--- config.mk ---
export PLATFORM = sky130hd
export DESIGN_NAME = copy_queue_wrapper
export DESIGN_NICKNAME = d
export VERILOG_FILES = /design/src/rtl/copy_engine_pkg.sv /design/src/rtl/cmd_fifo.sv /design/src/rtl/copy_queue_wrapper.sv
export SDC_FILE = /design/constraint.sdc
export NUM_CORES = 1
export LEC_CHECK = 0
export ABC_CLOCK_PERIOD_IN_PS = 12800
export BUFFER_PORTS_ARGS = -buffer_cell sky130_fd_sc_hd__buf_2
export CAP_MARGIN = 20
export CORE_MARGIN = 5
export CORE_UTILIZATION = 45
export CTS_BUF_LIST = sky130_fd_sc_hd__clkbuf_4 sky130_fd_sc_hd__clkbuf_8
export DETAILED_ROUTE_END_ITERATION = 8
export PLACE_DENSITY_LB_ADDON = 0.05
export SYNTH_ARGS = -nofsm -noshare
export SYNTH_HDL_FRONTEND = slang
export SYNTH_SLANG_ARGS = --single-unit
--- constraint.sdc ---
create_clock -name CLK -period 12.8 [get_ports CLK]
set_clock_uncertainty 0.1 [all_clocks]
set_input_delay 2.56 -clock CLK [delete_from_list [all_inputs] [get_ports CLK]]
set_output_delay 2.56 -clock CLK [all_outputs]
set_load 0.005 [all_outputs]
--- src/rtl/copy_engine_pkg.sv ---
// Shared types, register map and helpers for the copy-engine command queue.
// Imported by the command FIFO and the Avalon wrapper.
package copy_engine_pkg;

  localparam int unsigned DEPTH_C      = 16;
  localparam int unsigned COORD_W_C    = 10;
  localparam int unsigned SRC_ADDR_W_C = 20;
  localparam int unsigned PAL_W_C      = 2;

  typedef struct packed {
    logic [COORD_W_C-1:0]    x_start;
    logic [COORD_W_C-1:0]    x_end;
    logic [COORD_W_C-1:0]    y_start;
    logic [COORD_W_C-1:0]    y_end;
    logic [SRC_ADDR_W_C-1:0] src_addr;
    logic [PAL_W_C-1:0]      palette;
    logic                    flip_x;
  } blit_cmd_t;

  typedef enum logic [1:0] {
    IDLE,
    LOAD,
    RUN,
    DONE
  } cq_state_t;

  localparam logic [3:0] REG_X_START  = 4'd0;
  localparam logic [3:0] REG_X_END    = 4'd1;
  localparam logic [3:0] REG_Y_START  = 4'd2;
  localparam logic [3:0] REG_Y_END    = 4'd3;
  localparam logic [3:0] REG_SRC_ADDR = 4'd4;
  localparam logic [3:0] REG_PALETTE  = 4'd5;
  localparam logic [3:0] REG_FLIP_X   = 4'd6;
  localparam logic [3:0] REG_PUSH     = 4'd7;
  localparam logic [3:0] REG_STATUS   = 4'd8;
  localparam logic [3:0] REG_CONTROL  = 4'd9;
  localparam logic [3:0] REG_FRAME    = 4'd14;
  localparam logic [3:0] REG_DONE_CNT = 4'd15;

  localparam int unsigned ST_FULL     = 8;
  localparam int unsigned ST_EMPTY    = 9;
  localparam int unsigned ST_BUSY     = 10;
  localparam int unsigned ST_OVERFLOW = 11;
  localparam int unsigned ST_DRAIN    = 12;

  localparam int unsigned CTL_ENABLE  = 0;
  localparam int unsigned CTL_FLUSH   = 1;
  localparam int unsigned CTL_IRQ_EN  = 3;

  function automatic logic [31:0] be_merge(input logic [31:0] old_v,
                                           input logic [31:0] new_v,
                                           input logic [3:0]  be);
    logic [31:0] r;
    r = old_v;
    for (int unsigned i = 0; i < 4; i++) begin
      if (be[i]) r[8*i +: 8] = new_v[8*i +: 8];
    end
    return r;
  endfunction

endpackage

--- src/rtl/cmd_fifo.sv ---
// Synchronous command FIFO with push/pop/flush; head is visible on data_o.
// Flush and reset clear the pointers and count; storage is left as-is.
module cmd_fifo
  import copy_engine_pkg::*;
#(
  parameter int unsigned DEPTH = 16,
  parameter type         T     = blit_cmd_t
) (
  input  logic                     clk_i,
  input  logic                     rst_i,
  input  logic                     push_i,
  input  logic                     pop_i,
  input  logic                     flush_i,
  input  T                         data_i,
  output T                         data_o,
  output logic [$clog2(DEPTH):0]   count_o,
  output logic                     full_o,
  output logic                     empty_o
);

  localparam int unsigned AW = $clog2(DEPTH);

  logic [AW-1:0] wr_ptr_q;
  logic [AW-1:0] rd_ptr_q;
  logic [AW:0]   count_q;
  T              mem_q [DEPTH];
  logic          push_ok;
  logic          pop_ok;

  // Full/empty come from the pre-cycle count, so a push into a full queue
  // is refused even when a pop happens in the same cycle.
  assign full_o  = (count_q == (AW+1)'(DEPTH));
  assign empty_o = (count_q == '0);
  assign push_ok = push_i & ~full_o;
  assign pop_ok  = pop_i & ~empty_o;
  assign count_o = count_q;
  assign data_o  = mem_q[rd_ptr_q];

  always_ff @(posedge clk_i) begin
    if (rst_i || flush_i) begin
      wr_ptr_q <= '0;
      rd_ptr_q <= '0;
      count_q  <= '0;
    end else begin
      if (push_ok) wr_ptr_q <= wr_ptr_q + 1'b1;
      if (pop_ok)  rd_ptr_q <= rd_ptr_q + 1'b1;
      case ({push_ok, pop_ok})
        2'b10:   count_q <= count_q + 1'b1;
        2'b01:   count_q <= count_q - 1'b1;
        default: count_q <= count_q;
      endcase
    end
  end

  always_ff @(posedge clk_i) begin
    if (push_ok && !flush_i) mem_q[wr_ptr_q] <= data_i;
  end

endmodule

--- src/rtl/copy_queue_wrapper.sv ---
// Avalon-MM front end that queues blit commands and sequences them onto an
// external copy_engine via its execute/done handshake.
module copy_queue_wrapper
  import copy_engine_pkg::*;
#(
  parameter int unsigned DEPTH      = 16,
  parameter int unsigned COORD_W    = 10,
  parameter int unsigned SRC_ADDR_W = 20,
  parameter int unsigned PAL_W      = 2
) (
  input  logic                  CLK,
  input  logic                  RESET,
  input  logic                  AVL_READ,
  input  logic                  AVL_WRITE,
  input  logic                  AVL_CS,
  input  logic [3:0]            AVL_BYTE_EN,
  input  logic [3:0]            AVL_ADDR,
  input  logic [31:0]           AVL_WRITEDATA,
  output logic [31:0]           AVL_READDATA,
  output logic [COORD_W-1:0]    eng_dest_x_start,
  output logic [COORD_W-1:0]    eng_dest_x_end,
  output logic [COORD_W-1:0]    eng_dest_y_start,
  output logic [COORD_W-1:0]    eng_dest_y_end,
  output logic [SRC_ADDR_W-1:0] eng_src_addr,
  output logic                  eng_flip_x,
  output logic                  eng_execute,
  input  logic                  eng_done,
  input  logic                  current_frame,
  output logic [PAL_W-1:0]      palette_index,
  output logic                  irq
);

  logic                    wr;
  logic                    rd;
  blit_cmd_t               stage_q;
  blit_cmd_t               active_q;
  blit_cmd_t               fifo_head;
  logic [31:0]             stage_rdata;
  logic [31:0]             status;
  logic                    enable_q;
  logic                    irq_en_q;
  logic                    overflow_q;
  logic                    drain_q;
  logic                    abort_q;
  logic                    exec_q;
  logic [15:0]             done_cnt_q;
  cq_state_t               state_q;
  logic                    flush;
  logic                    push_req;
  logic                    clr_ovf;
  logic                    clr_drain;
  logic                    fifo_pop;
  logic [$clog2(DEPTH):0]  fifo_count;
  logic                    fifo_full;
  logic                    fifo_empty;

  assign wr        = AVL_CS & AVL_WRITE;
  assign rd        = AVL_CS & AVL_READ;
  assign flush     = wr && (AVL_ADDR == REG_CONTROL) && AVL_BYTE_EN[0] && AVL_WRITEDATA[CTL_FLUSH];
  assign push_req  = wr && (AVL_ADDR == REG_PUSH);
  assign clr_ovf   = wr && (AVL_ADDR == REG_STATUS) && AVL_BYTE_EN[1] && AVL_WRITEDATA[ST_OVERFLOW];
  assign clr_drain = wr && (AVL_ADDR == REG_STATUS) && AVL_BYTE_EN[1] && AVL_WRITEDATA[ST_DRAIN];
  assign fifo_pop  = (state_q == LOAD);

  cmd_fifo #(
    .DEPTH (DEPTH),
    .T     (blit_cmd_t)
  ) u_fifo (
    .clk_i   (CLK),
    .rst_i   (RESET),
    .push_i  (push_req & ~flush),
    .pop_i   (fifo_pop),
    .flush_i (flush),
    .data_i  (stage_q),
    .data_o  (fifo_head),
    .count_o (fifo_count),
    .full_o  (fifo_full),
    .empty_o (fifo_empty)
  );

  always_comb begin
    stage_rdata = '0;
    case (AVL_ADDR)
      REG_X_START:  stage_rdata = 32'(stage_q.x_start);
      REG_X_END:    stage_rdata = 32'(stage_q.x_end);
      REG_Y_START:  stage_rdata = 32'(stage_q.y_start);
      REG_Y_END:    stage_rdata = 32'(stage_q.y_end);
      REG_SRC_ADDR: stage_rdata = 32'(stage_q.src_addr);
      REG_PALETTE:  stage_rdata = 32'(stage_q.palette);
      REG_FLIP_X:   stage_rdata = 32'(stage_q.flip_x);
      default:      stage_rdata = '0;
    endcase
  end

  always_ff @(posedge CLK) begin
    if (RESET) begin
      stage_q <= '0;
    end else if (wr) begin
      case (AVL_ADDR)
        REG_X_START:  stage_q.x_start  <= COORD_W_C'(be_merge(stage_rdata, AVL_WRITEDATA, AVL_BYTE_EN));
        REG_X_END:    stage_q.x_end    <= COORD_W_C'(be_merge(stage_rdata, AVL_WRITEDATA, AVL_BYTE_EN));
        REG_Y_START:  stage_q.y_start  <= COORD_W_C'(be_merge(stage_rdata, AVL_WRITEDATA, AVL_BYTE_EN));
        REG_Y_END:    stage_q.y_end    <= COORD_W_C'(be_merge(stage_rdata, AVL_WRITEDATA, AVL_BYTE_EN));
        REG_SRC_ADDR: stage_q.src_addr <= SRC_ADDR_W_C'(be_merge(stage_rdata, AVL_WRITEDATA, AVL_BYTE_EN));
        REG_PALETTE:  stage_q.palette  <= PAL_W_C'(be_merge(stage_rdata, AVL_WRITEDATA, AVL_BYTE_EN));
        REG_FLIP_X:   stage_q.flip_x   <= AVL_BYTE_EN[0] ? AVL_WRITEDATA[0] : stage_q.flip_x;
        default:      stage_q          <= stage_q;
      endcase
    end
  end

  always_ff @(posedge CLK) begin
    if (RESET) begin
      enable_q   <= 1'b0;
      irq_en_q   <= 1'b0;
      overflow_q <= 1'b0;
    end else begin
      if (wr && (AVL_ADDR == REG_CONTROL) && AVL_BYTE_EN[0]) begin
        enable_q <= AVL_WRITEDATA[CTL_ENABLE];
        irq_en_q <= AVL_WRITEDATA[CTL_IRQ_EN];
      end
      // A flush swallows a same-cycle push, so it is not an overflow.
      if (push_req && fifo_full && !flush) overflow_q <= 1'b1;
      else if (clr_ovf)                    overflow_q <= 1'b0;
    end
  end

  // abort_q marks a DONE entered via flush: no count, no drain interrupt.
  always_ff @(posedge CLK) begin
    if (RESET) begin
      state_q    <= IDLE;
      active_q   <= '0;
      exec_q     <= 1'b0;
      abort_q    <= 1'b0;
      drain_q    <= 1'b0;
      done_cnt_q <= '0;
    end else begin
      if (clr_drain) drain_q <= 1'b0;
      case (state_q)
        IDLE: begin
          if (enable_q && !fifo_empty) state_q <= LOAD;
        end
        LOAD: begin
          active_q <= fifo_head;
          exec_q   <= 1'b1;
          state_q  <= RUN;
        end
        RUN: begin
          if (flush) begin
            exec_q  <= 1'b0;
            abort_q <= 1'b1;
            state_q <= DONE;
          end else if (eng_done) begin
            exec_q     <= 1'b0;
            abort_q    <= 1'b0;
            done_cnt_q <= done_cnt_q + 16'd1;
            state_q    <= DONE;
          end
        end
        DONE: begin
          if (!abort_q && fifo_empty) drain_q <= 1'b1;
          abort_q <= 1'b0;
          state_q <= IDLE;
        end
        default: state_q <= IDLE;
      endcase
    end
  end

  always_comb begin
    status              = '0;
    status[7:0]         = 8'(fifo_count);
    status[ST_FULL]     = fifo_full;
    status[ST_EMPTY]    = fifo_empty;
    status[ST_BUSY]     = (state_q != IDLE);
    status[ST_OVERFLOW] = overflow_q;
    status[ST_DRAIN]    = drain_q;
  end

  always_comb begin
    AVL_READDATA = '0;
    if (rd) begin
      case (AVL_ADDR)
        REG_X_START, REG_X_END, REG_Y_START, REG_Y_END,
        REG_SRC_ADDR, REG_PALETTE, REG_FLIP_X:
                      AVL_READDATA = stage_rdata;
        REG_STATUS:   AVL_READDATA = status;
        REG_CONTROL:  AVL_READDATA = 32'({irq_en_q, 2'b00, enable_q});
        REG_FRAME:    AVL_READDATA = 32'(current_frame);
        REG_DONE_CNT: AVL_READDATA = 32'(done_cnt_q);
        default:      AVL_READDATA = '0;
      endcase
    end
  end

  assign eng_dest_x_start = active_q.x_start;
  assign eng_dest_x_end   = active_q.x_end;
  assign eng_dest_y_start = active_q.y_start;
  assign eng_dest_y_end   = active_q.y_end;
  assign eng_src_addr     = active_q.src_addr;
  assign eng_flip_x       = active_q.flip_x;
  assign palette_index    = active_q.palette;
  assign eng_execute      = exec_q;
  assign irq              = drain_q & irq_en_q;

endmodule
==> run summary <==
Final setup violating endpoints: 0
Final Max Tran Viols: 0
Max Fclk: 126 MHz
Hold path startpoint: eng_dest_x_start[0]
Cell at the slowest stage of the critical path: sky130_fd_sc_hd__and3_1
Mean Syn Cell Area: 15.2 µm²
Ports: 144
Sequential share of the synthesized area: 73.1%
Count of antenna-violating nets left after detailed routing: 0
Biggest cell delay along the critical path: 710 ps
Arrival time reported for the critical path endpoint: 5270 ps
Launching element type of the critical path: input port
Final-layout fill cell count: 8,587
Ys async rst share: 0%
Share of layout cells above drive strength 1: 16.2%
Via count of the first global-routing pass: 27.1k
DRC viols: 0
Share of power burned in combinational logic: 0.8%
GRT Total Usage: 22.7%
Leading register cell type out of synthesis: sky130_fd_sc_hd__edfxtp_1
CTS tree: built
Reg2Reg Capture Point: eng_dest_x_start[7]
Detailed placement HPWL: 65,300 µm
Proportion of power drawn by the clock network: 44.3%
Post-route fraction of the period consumed by the critical path: 62.0%
Number of buffers inserted for hold repair after clock tree synthesis: 0
Wire length after detailed routing: 124,000 µm
Total overflow reported by the global router: 0
Die Height: 329 µm
Skew-Pair Late Insertion Delay: 840 ps
Count of different cell masters after synthesis: 67
Sequential cell fraction of total power: 54.8%
Biggest fanout along the worst timing path: 39
DR pass1 iterations: 5
Internal power: 6.00 mW
Post-synthesis instance total: 3,027
RePlAce Congestion: 0.833
Resized Gates After CTS: 0
Instance count along the most critical hold path: 2
Crit path from: AVL_ADDR[1]
Number of flops mapped to enable cells by yosys: 1,008
Cts bufs inserted: 189
Setup repair bufs after CTS: 0
Number of antenna violations at the first check in global routing: 10
Max_cap viols: 0
Root Driver: sky130_fd_sc_hd__clkbuf_8
Reg2Reg Launch Point: u_fifo.rd_ptr_q[2]
Worst Reg-to-Reg Cells: 7
Row cnt: 117
First-pass GRT wire length: 180,000 µm
Status: complete, no violations
Post-route cell area: 0.0521 mm²
Worst hold path type: reg -> reg
Unrepaired setup endpoints after global routing: false
Shortest clock period the worst path allows after layout: 7930 ps
Number of buffers added on ports: 118
Crit path capture type: primary output
Max Root-Sink Buffers: 3
Flop and latch count out of synthesis: 1,171
Critical path cell sequence: buf_2 > and2_1 > and3_1 > a221oi_1 > nor2_1 > buf_2
Tightest slew margin relative to the limit: 24.0%
Number of vias in the routed layout: 26.9k
Most frequent cell on the critical path: sky130_fd_sc_hd__buf_2
Number of instances in the placed design: 4,387
VDD IR-drop max: 0.0000744 V
Worst setup path class: in -> out
Width of the chip: 329 µm
Ys Warns: 0
Leak pwr: 17.4 nW
Sw frac: 19.8%
Initial DRC count: 2,433
Final hold viol count: 0
Number of levels the H-tree was split into: 4
Power Density: 144 mW/mm²
Total Negative Setup Slacks: 0 ps
Syn-to-layout area delta: 13.5%
Switching pwr: 1.48 mW
Floorplan Core Area: 0.102 mm²
Starting Density: 45.2%
Average wire per cell in the routed design: 26.2 µm
Endpoint of the worst hold-timing path: eng_dest_x_start[0]
Worst slew pin tran: 1140 ps
Clock sink total: 1,171
Pin count of the biggest net entering global routing: 135
Area enclosed by the die boundary: 0.108 mm²
Clock input transition at the sequential cells of the worst setup and hold paths: 50 ps
Data required, critical path: 10,140 ps
Post-detailed-placement cell area: 0.0480 mm²
Vias/cell: 5.67
Synthesized area: 0.0459 mm²
Final Instance Count excl. Fillers: 4,742
Number of nets at the end of the flow: 3,271
Register-to-Register Setup Slack: 8370 ps
## power groups by stage
stage | clock network (mW) | logic [mW] | registers [mW]
3_5_place_dp | 0 | 0.0594 | 4.18
6_report | 3.32 | 0.0621 | 4.10
4_1_cts | 3.40 | 0.0596 | 4.10
5_1_grt | 3.57 | 0.0649 | 4.10
3_3_place_gp | 0 | 0.0587 | 4.18
2_1_floorplan | 0 | 0.0350 | 4.18
## worst max-delay path by stage
stage	to	slack (ps)
global route	AVL_READDATA[6]	4880
finish	AVL_READDATA[6]	4870
detailed placement	AVL_READDATA[6]	5010
CTS	AVL_READDATA[6]	5010
floorplan	u_fifo.mem_q[0][0]	4240
global placement	AVL_READDATA[6]	5020
## sequential cells by signal (all words and copies together), names as in the netlist, 5 cells and up
name	flops
u_fifo.count_o	5
done_cnt_q	16
eng_dest_y_start	10
u_fifo.mem_q	1008
stage_q	63
eng_src_addr	20
eng_dest_y_end	10
eng_dest_x_end	10
eng_dest_x_start	10
## kinds of logic (layout without fill, tap and decap cells)
kind of cell	count (synthesis)	in the layout	synth area share (%)
AND/OR/NAND/NOR	656	656	6.75
AO/OA/AOI/OAI	432	432	5.96
buffers and inverters	209	539	1.95
adder cells (fa/ha/maj)	13	13	0.354
flip-flops	1171	1171	73.1
other	1	18	0.00817
XOR/XNOR	12	12	0.229
multiplexers	533	533	11.7
## final cells by class
type                       instances  area [µm²]  share of cell area, %
sequential                      1171       33500                   64.4
multi-input combinational       1658       11700                   22.4
clock buffer                     309        3730                   7.17
tap                             1368        1710                   3.29
timing repair buffer             175        1080                   2.08
clock inverter                    39         262                  0.502
inverter                          16        60.1                  0.115
antenna                            6        15.0                 0.0288
## metal layers
layer	wire length (µm)	up-vias	global-route usage [%]
li1	-	12000	-
met2	56400	866	34.9
met4	2320	0	5.78
met3	8000	179	4.42
met5	0	-	0
met1	57700	13800	33.5
## worst max-delay path: cells and delay by family
kind | cells | cell delay [ps]
AO/OA/AOI/OAI | 1 | 220
buffers and inverters | 2 | 830
AND/OR/NAND/NOR | 3 | 1630
## stage by stage
step / utilization (%) / worst slack [ps] / power, mW / hold slack [ps]
floorplan: - / 4240 / 4.21 / 343
global placement: 47.3 / 5020 / 4.24 / 336
detailed placement: 47.3 / 5010 / 4.24 / 339
CTS: 51.2 / 5010 / 7.56 / 352
global route: 51.2 / 4880 / 7.74 / 376
finish: 51.3 / 4870 / 7.48 / 346
## Yosys cell counts, drive strengths merged, types with 3 or more instances
cell | n | area share, %
or3 | 3 | 0.041
o22ai | 6 | 0.082
nand4b | 4 | 0.076
mux2 | 3 | 0.074
edfxtp | 1008 | 66
nand4 | 6 | 0.082
nand3 | 244 | 2.7
clkbuf | 112 | 0.92
a21oi | 170 | 1.9
a31oi | 9 | 0.12
a22oi | 136 | 2.2
nor2b | 8 | 0.11
o21a | 3 | 0.049
mux2i | 528 | 12
and3 | 8 | 0.11
nor3 | 10 | 0.12
nor2 | 66 | 0.54
nor4 | 3 | 0.055
nand3b | 14 | 0.23
buf | 81 | 0.90
o21ai | 51 | 0.56
and2 | 10 | 0.14
ha | 13 | 0.35
nand2b | 11 | 0.15
o31ai | 16 | 0.26
inv | 16 | 0.13
a221oi | 8 | 0.15
or4 | 13 | 0.21
a211oi | 6 | 0.12
xnor2 | 6 | 0.11
a311oi | 3 | 0.057
xor2 | 6 | 0.11
o2bb2ai | 5 | 0.095
dfxtp | 163 | 7.1
nand2 | 246 | 2.0
## layout by cell type (no fill, tap or decap), types with 10 or more instances in the layout
cell / count
sky130_fd_sc_hd__nand2b_1: 11
sky130_fd_sc_hd__clkinv_2: 10
sky130_fd_sc_hd__mux2i_1: 528
sky130_fd_sc_hd__edfxtp_1: 1008
sky130_fd_sc_hd__clkbuf_8: 226
sky130_fd_sc_hd__nand3_1: 244
sky130_fd_sc_hd__conb_1: 12
sky130_fd_sc_hd__nand2_1: 246
sky130_fd_sc_hd__or4_1: 13
sky130_fd_sc_hd__a22oi_1: 136
sky130_fd_sc_hd__buf_4: 51
sky130_fd_sc_hd__o31ai_1: 16
sky130_fd_sc_hd__nor2_1: 52
sky130_fd_sc_hd__inv_1: 15
sky130_fd_sc_hd__o21ai_0: 50
sky130_fd_sc_hd__ha_1: 13
sky130_fd_sc_hd__a21oi_1: 170
sky130_fd_sc_hd__clkinv_1: 20
sky130_fd_sc_hd__nor2_4: 14
sky130_fd_sc_hd__clkbuf_4: 83
sky130_fd_sc_hd__nand3b_1: 14
sky130_fd_sc_hd__dfxtp_1: 162
sky130_fd_sc_hd__buf_2: 118
No activity file was read; power rests on OpenSTA's default activity.
